### config.mk
export PLATFORM = sky130hd
export DESIGN_NAME = serial_bit_source
export DESIGN_NICKNAME = d
export VERILOG_FILES = /design/src/rtl/serial_bit_source_pkg.sv /design/src/rtl/serial_bit_source.sv
export SDC_FILE = /design/constraint.sdc
export NUM_CORES = 1
export LEC_CHECK = 0
export ABC_AREA = 1
export CORE_MARGIN = 5
export CORE_UTILIZATION = 46
export CTS_CLUSTER_DIAMETER = 40
export CTS_CLUSTER_SIZE = 25
export DETAILED_ROUTE_END_ITERATION = 10
export GPL_ROUTABILITY_DRIVEN = 1
export PLACE_DENSITY = 0.79
export REMOVE_ABC_BUFFERS = 1
export SKIP_CTS_REPAIR_TIMING = 1
export SYNTH_ARGS = -nofsm -noshare
export SYNTH_HDL_FRONTEND = slang
export SYNTH_SLANG_ARGS = --single-unit
### constraint.sdc
create_clock -name clk -period 1.42 [get_ports clk]
set_clock_uncertainty 0.05 [all_clocks]
set_input_delay 0.213 -clock clk [delete_from_list [all_inputs] [get_ports clk]]
set_output_delay 0.213 -clock clk [all_outputs]
set_load 0.005 [all_outputs]
### src/rtl/serial_bit_source_pkg.sv
// Shared definitions for the bit-serial source and the detector-side bench.
// Holds the FSM state encoding and the default word width.
// No logic; import with serial_bit_source_pkg::*.
package serial_bit_source_pkg;

   localparam int DEFAULT_DATA_W = 8;

   typedef enum logic {
      ST_IDLE  = 1'b0,
      ST_SHIFT = 1'b1
   } state_t;

endpackage

### src/rtl/serial_bit_source.sv
// Parallel-to-serial front end: takes DATA_W-bit words and emits one bit per clock.
// Latency: first bit on out_bit the cycle after the accept edge; back-to-back words without a bubble.
// Backpressure: in_ready only in IDLE or on an un-held last beat; hold freezes shifting and drops out_valid.
module serial_bit_source
   import serial_bit_source_pkg::*;
#(
   parameter int DATA_W    = DEFAULT_DATA_W,
   parameter bit MSB_FIRST = 1'b1,
   parameter int CNT_W     = 16
) (
   input  logic              clk,
   input  logic              rst,
   input  logic [DATA_W-1:0] in_data,
   input  logic              in_valid,
   output logic              in_ready,
   input  logic              hold,
   output logic              out_bit,
   output logic              out_valid,
   output logic              out_last,
   output logic              busy,
   output logic [CNT_W-1:0]  words_sent
);

   localparam int BC_W = $clog2(DATA_W);
   localparam logic [BC_W-1:0] BC_LOAD = BC_W'(DATA_W - 1);

   state_t             r_state;
   logic [DATA_W-1:0]  r_shreg;
   logic [BC_W-1:0]    r_bitcnt;
   logic [CNT_W-1:0]   r_words_sent;

   logic               w_busy;
   logic               w_last_beat;
   logic               w_accept;
   logic [DATA_W-1:0]  w_shifted;

   assign w_busy      = (r_state == ST_SHIFT);
   assign w_last_beat = w_busy & (r_bitcnt == '0);

   // Ready is combinational on hold so a new word can land on the edge that retires the last bit.
   assign in_ready = rst & (~w_busy | (w_last_beat & ~hold));
   assign w_accept = in_valid & in_ready;

   // The output end is fixed by bit order; zeros enter at the far end and never reach the output.
   generate
      if (MSB_FIRST) begin : g_msb
         assign w_shifted = {r_shreg[DATA_W-2:0], 1'b0};
         assign out_bit   = r_shreg[DATA_W-1];
      end else begin : g_lsb
         assign w_shifted = {1'b0, r_shreg[DATA_W-1:1]};
         assign out_bit   = r_shreg[0];
      end
   endgenerate

   assign out_valid  = w_busy & ~hold;
   assign out_last   = w_last_beat;
   assign busy       = w_busy;
   assign words_sent = r_words_sent;

   // FSM, shift register, bit counter and completed-word counter; shreg is cleared on
   // return to IDLE so out_bit reads 0 whenever nothing is loaded.
   always_ff @(posedge clk or negedge rst) begin
      if (!rst) begin
         r_state      <= ST_IDLE;
         r_shreg      <= '0;
         r_bitcnt     <= '0;
         r_words_sent <= '0;
      end else begin
         case (r_state)
            ST_IDLE: begin
               if (w_accept) begin
                  r_shreg  <= in_data;
                  r_bitcnt <= BC_LOAD;
                  r_state  <= ST_SHIFT;
               end
            end
            ST_SHIFT: begin
               if (!hold) begin
                  if (r_bitcnt != '0) begin
                     r_shreg  <= w_shifted;
                     r_bitcnt <= r_bitcnt - BC_W'(1);
                  end else begin
                     r_words_sent <= r_words_sent + CNT_W'(1);
                     if (w_accept) begin
                        r_shreg  <= in_data;
                        r_bitcnt <= BC_LOAD;
                     end else begin
                        r_shreg <= '0;
                        r_state <= ST_IDLE;
                     end
                  end
               end
            end
         endcase
      end
   end

endmodule

==> results of run 1 <==
==> power groups by stage <==
stage	Combinational, uW	Clock, uW	Sequential, uW
2_1_floorplan	674	0	1200
3_3_place_gp	1400	0	1190
3_5_place_dp	1430	0	1200
4_1_cts	1440	399	1180
5_1_grt	2050	438	1200
6_report	1870	395	1170
==> final cells by class <==
class / count / area, um^2
Multi-Input combinational cell: 155 / 927
Timing Repair Buffer: 90 / 835
Sequential cell: 28 / 708
Fill cell: 216 / 676
Inverter: 26 / 97.6
Tap cell: 46 / 57.6
Clock buffer: 4 / 36.3
==> worst paths after layout <==
check	start	to	slack, ns	cells past startpoint
max in group asynchronous	rst	words_sent[8]	0.64	3
hold / removal	in_data[4]	r_shreg[4]	0.36	3
setup / recovery	r_bitcnt[0]	words_sent[5]	-0.30	10
min in group asynchronous	rst	words_sent[10]	0.40	3
setup reg to reg	r_bitcnt[0]	words_sent[5]	-0.30	10
hold reg to reg	r_shreg[3]	r_shreg[3]	0.49	2
==> tightest hold or removal path: cells and delay by family <==
kind,cells,cell delay [ns]
AND/OR/NAND/NOR,1,0.06
buffers and inverters,1,0.39
AO/OA/AOI/OAI,1,0.05
==> registers in the layout, summed over array words and instances, names as in the netlist <==
| name | cells |
|---|---|
| words_sent | 16 |
| r_shreg | 8 |
| r_bitcnt | 3 |
| busy | 1 |
==> metal layers <==
layer	share of wire [%]	vias to the layer above	global-route usage [%]
met5	0	-	0
met4	1.2	0	3.65
met3	5.4	7	2.43
met2	53	43	30.6
met1	40	808	20.6
li1	-	855	-
==> through the flow <==
step	TNS, ns	setup WS (ns)
floorplan	-0.291	-0.108
global placement	-5.82	-0.420
detailed placement	-6.56	-0.430
CTS	-8.17	-0.756
global route	-6.40	-0.392
finish	-3.85	-0.297
==> cell families after synthesis <==
logic type | Yosys count
AOI/OAI and AO/OA | 18
xor gates and xnor gates | 9
adders and majority gates | 3
buffers and inverters | 28
DFF | 28
and+or+nand+nor | 125
==> layout by cell type (no fill, tap or decap), types with 5 or more instances in the layout <==
| cell type | Yosys | final |
|---|---|---|
| nand2_1 | 69 | 58 |
| buf_6 | 2 | 9 |
| nand4_1 | 5 | 5 |
| inv_1 | 25 | 22 |
| nor2_2 | 0 | 5 |
| buf_4 | 0 | 49 |
| dlymetal6s2s_1 | 0 | 18 |
| nor2_1 | 24 | 18 |
| a21oi_2 | 0 | 5 |
| nand3_1 | 18 | 15 |
| dfrtp_1 | 28 | 22 |
| clkdlybuf4s50_1 | 0 | 11 |
| nand2_4 | 1 | 5 |
| xnor2_1 | 5 | 5 |
| nand2_2 | 1 | 8 |
| dfrtp_2 | 0 | 6 |
==> results.md, run 1 <==
- Crit Path Max Fanout: 9
- Post-route setup slack: -0.297 ns
- Post-Syn Instances: 211
- Synth Area in Compound Gates: 5.90%
- Mux cell area share after synthesis: 0%
- Startpoint types: register
- CTS tree: built
- Most common cell in the netlist: nand2_1
- DRC Markers: 0
- Switching Share: 38.3%
- Post-Place Cells: 315
- Hold_ws: 0.357 ns
- Total global routing track utilization: 16.7%
- Slew headroom: 75.5%
- Clock Sinks: 28
- Die Span Y: 68.8 um
- Die width: 68.8 um
- Nets: 319
- Largest net degree at the start of global routing: 29
- Starting Density: 47.7%
- ANT cells: 0
- Final Power: 3440 uW
- Crit path arrival time: 1.93 ns
- Distinct cell type count after synthesis: 21
- Maximum clock frequency: 582 MHz
- Simple-gate area share of the yosys netlist: 35.2%
- Cell Int Power: 2120 uW
- RSZ-0062 raised after global routing: true
- Setup violations, final: 23
- XOR/XNOR Fraction of Synth Area: 4.95%
- Via/cell ratio: 4.91
- Pwr Density: 1290 nW/um^2
- Util after Layout: 79.8%
- Clock Latency Late Sink: 0.33 ns
- Layout cell share with drive strength beyond 1: 37.0%
- TritonCTS buffer count: 3
- Synth Area in Adders: 2.36%
- VDD IR-drop max: 1180 uV
- Final instance area: 2660 um^2
- Worst-margin pin slew: 0.367 ns
- Hold Path Class: in -> reg
- Pins Over Slew Limit: 0
- Final Hold Fails: 0
- Final GP Congestion: 0.852
- IO buf count: 32
- Crit path max-delay family: buffers and inverters
- Post-synth EDFFs: 0
- Post-synthesis sequential area ratio: 44.0%
- Post-Syn Area per Cell: 7.54 um^2
- FFs w/ async S/R, synth: 100%
- Critical Path, Cell by Cell: inv_2 > ha_4 > inv_2 > nor2_4 > nand2_4 > buf_6 > nor3_4 > buf_4 > buf_4 > xor2_1
- Yosys top cell area share: 44.0%
- Crit share post-route: 121%
- H-Tree Depth: 1
- Drt first pass iters: 4
- Final HPWL DP: 2770 um
- Clock Power Share: 11.5%
- Row cnt: 21
- Flops & latches, synth: 28
- Global-route wire length before repair: 6200 um
- Clock Tree Root: clkbuf_4
- WP buf/inv: 5
- CP max-delay cell: dfrtp_1
- Commonest cells post-synth: 69 x nand2_1, 28 x dfrtp_1, 25 x inv_1, 24 x nor2_1, 18 x nand3_1
- DR iter-0 viols: 85
- Critical path capture point type: register
- Failing checks: setup timing
- Yosys top cell by area: dfrtp_1
- Initial antenna violation count: 0
- Placed cell areas: 2170 um^2
- Top cells by area, synth: dfrtp_1 44%, nand2_1 16%, inv_1 5.9%, nand3_1 5.7%, nor2_1 5.7%
- Crit path largest cell delay: 0.40 ns
- Setup CP Type: reg -> reg
- Core area: 3340 um^2
- Area delta synth->final: 67.2%
- Remaining antenna violation count after routing: 0
- Sequential Power Share: 34.1%
- Main synth FF type: dfrtp_1
- Combinational share of power: 54.4%
- Total grt overflow: 0
- Vias in the first global route: 1518
- CTS clk-pin slew, worst paths: 0.15 ns
- Layout Cells excl Fill: 349
- Leakage: 0.00154 uW
- Status: finished with violations
- P_sw: 1320 uW
- Vias: 1713
- Tmin final: 1.72 ns
- Routed WL: 4490 um
- Longest Clk Path Bufs: 2
- Syn Std Cell Area: 1590 um^2
- Main combinational cell family by area after synthesis: simple AND/OR/NAND/NOR gates
- Max_cap viols: 0
- Die area: 4740 um^2
- Ys Warns: 0
- CP required: 1.63 ns
- # IOs: 33
- WL per Instance: 12.9 um
(Power assumes the default switching activity.)
==> run 2: changes to the inputs <==
--- a/config.mk
+++ b/config.mk
@@ -5,14 +5,13 @@
 export SDC_FILE = /design/constraint.sdc
 export NUM_CORES = 1
 export LEC_CHECK = 0
-export ABC_AREA = 1
 export CORE_MARGIN = 5
-export CORE_UTILIZATION = 46
+export CORE_UTILIZATION = 44
 export CTS_CLUSTER_DIAMETER = 40
 export CTS_CLUSTER_SIZE = 25
 export DETAILED_ROUTE_END_ITERATION = 10
 export GPL_ROUTABILITY_DRIVEN = 1
-export PLACE_DENSITY = 0.79
+export PLACE_DENSITY_LB_ADDON = 0.2
 export REMOVE_ABC_BUFFERS = 1
 export SKIP_CTS_REPAIR_TIMING = 1
 export SYNTH_ARGS = -nofsm -noshare
==> run 2 against run 1 <==
  * The flow still finishes with violations (setup timing)
  * Highest routed layer unchanged
  * Non-clock buffer count fell by 7
  * Largest power group unchanged
  * Total power decreased by 13%
  * Worst setup slack about the same
==> results.md, run 2 <==
- Post-Syn Instances: 132
- Total grt overflow: 0
- Die area: 4400 um^2
- Post-Syn Area per Cell: 10.6 um^2
- Area delta synth->final: 68.9%
- Crit path largest cell delay: 0.42 ns
- Main synth FF type: dfrtp_1
- Initial antenna violation count: 0
- # IOs: 33
- Vias: 1286
- Max reg flops: 16
- Clock Sinks: 28
- Crit share post-route: 121%
- VDD IR-drop max: 906 uV
- Most frequent cells in the layout: 45 x buf_4, 23 x dfrtp_1, 19 x dlymetal6s2s_1
- Ys Warns: 0
- Clock Tree Root: clkbuf_4
- Routed WL: 3770 um
- Final HPWL DP: 2270 um
- Via/cell ratio: 5.04
- ANT cells: 0
- FFs w/ async S/R, synth: 100%
- Final GP Congestion: 0.799
- CTS clk-pin slew, worst paths: 0.14 ns
- DRC Markers: 0
- Most common cell after layout, fill and taps aside: buf_4
- Post-Place Cells: 226
- Slew headroom: 77.0%
- Hold Path Class: in -> reg
- Core area: 3050 um^2
- Pins Over Slew Limit: 0
- CTS tree: built
- Post-route setup slack: -0.297 ns
- Crit Path Max Fanout: 5
- Yosys top cell by area: dfrtp_1
- Die width: 66.3 um
- Layout cell share with drive strength beyond 1: 42.7%
- IO buf count: 32
- CP max-delay cell: dfrtp_1
- Worst-margin pin slew: 0.345 ns
- Syn Std Cell Area: 1400 um^2
- Leakage: 0.00137 uW
- RSZ-0062 raised after global routing: true
- Clock Latency Late Sink: 0.31 ns
- Pwr Density: 1270 nW/um^2
- Distinct cell type count after synthesis: 32
- Starting Density: 45.7%
- Maximum clock frequency: 582 MHz
- Post-synth EDFFs: 0
- TritonCTS buffer count: 3
- Layout Cells excl Fill: 255
- Startpoint types: register
- Largest net degree at the start of global routing: 26
- Global-route wire length before repair: 4860 um
- DR iter-0 viols: 43
- Tmin final: 1.72 ns
- Die Span Y: 66.3 um
- Most common cell in the netlist: dfrtp_1
- WP buf/inv: 2
- Critical path capture point type: register
- Top cells by area, synth: dfrtp_1 50%, xnor2_1 6.3%, a32oi_1 4.4%, nand2_1 3.5%, a21oi_1 3.2%
- Max_cap viols: 0
- Placed cell areas: 1910 um^2
- Final Power: 2990 uW
- Post-placement worst setup slack: -0.493 ns
- Critical Path, Cell by Cell: inv_2 > ha_4 > nor4bb_4 > and3_4 > buf_4 > nand2_2 > xnor2_1
- Yosys top cell area share: 50.2%
- Final instance area: 2360 um^2
- Drt first pass iters: 4
- Longest Clk Path Bufs: 2
- Final Hold Fails: 0
- Crit path arrival time: 1.88 ns
- Setup CP Type: reg -> reg
- M1 wire length: 1500 um
- WL met2: 2060 um
- Commonest cells post-synth: 28 x dfrtp_1, 13 x nand2_1, 11 x nor2_1, 10 x xnor2_1, 9 x a21oi_1
- Remaining antenna violation count after routing: 0
- Failing checks: setup timing
- Post-synthesis sequential area ratio: 50.2%
- Status: finished with violations
- Flops & latches, synth: 28
- H-Tree Depth: 1
- WL per Instance: 14.8 um
- Setup violations, final: 26
- Wire length on met3: 177 um
- Total global routing track utilization: 13.8%
- CP required: 1.58 ns
- Crit path max-delay family: simple AND/OR/NAND/NOR gates
- Setup TNS: -5.08 ns
- Vias in the first global route: 1149
- DR top layer: met4
- Nets: 228
- Row cnt: 20
[run 2: cell count changes in the layout (fill, tap and decap cells not counted), moves of 5 or more]
cell | previous run | this run
nand2_1 | 58 | 7
inv_1 | 22 | 2
nand3_1 | 15 | 4
nor2_1 | 18 | 10
buf_6 | 9 | 3
a32oi_1 | 0 | 5
nor2_2 | 5 | 0
[run 2: worst reg2reg max path: stages, from the launching register on]
cell	delay (ns)
dfrtp_1	0.42
inv_2	0.09
ha_4	0.16
nor4bb_4	0.32
and3_4	0.29
buf_4	0.12
nand2_2	0.05
xnor2_1	0.12
[run 2: layout make-up]
cell class | count | area [um^2]
repair buffers | 83 | 779
multi-input cells | 93 | 777
flip-flops and latches | 28 | 707
fillers | 204 | 697
well taps | 44 | 55.1
clock buffers | 3 | 22.5
inverters | 4 | 15.0
[run 2: stage by stage]
step	utilization, %	hold slack, ns
finish	77.2	0.269
global route	77.2	0.268
CTS	63.3	0.286
detailed placement	62.6	0.421
global placement	62.6	0.411
floorplan	-	-0.133
[run 2: layer usage]
| layer | up-vias | global-route usage, % |
|---|---|---|
| met2 | 28 | 24.8 |
| met5 | - | 0 |
| met3 | 4 | 2.72 |
| li1 | 624 | - |
| met1 | 630 | 17.3 |
| met4 | 0 | 2.28 |
[run 2: where the power goes]
group          total, uW  switching (uW)  internal [uW]
clock                307             208           98.9
combinational       1560             647            910
sequential          1130             139            991
[run 2: cells by family (layout without fill, tap and decap cells)]
family          Yosys count  after routing  share of synthesized area (%)
flops                    28             28                           50.2
mux                       3              3                           2.24
compound gates           25             25                           12.6
fa+ha+maj                 3              3                           2.69
simple gates             47             47                           17.8
xor+xnor                 15             15                           9.95
buf+inv                  11             90                           4.48
[run 2: worst paths after layout]
kind,startpoint,end,slack [ns],cells after the start
setup / recovery,r_bitcnt[1],words_sent[10],-0.30,7
hold / removal,hold,busy,0.27,3
setup reg to reg,r_bitcnt[1],words_sent[10],-0.30,7
hold reg to reg,words_sent[15],words_sent[15],0.43,1
max in group asynchronous,rst,words_sent[4],0.65,2
min in group asynchronous,rst,r_shreg[0],0.29,2
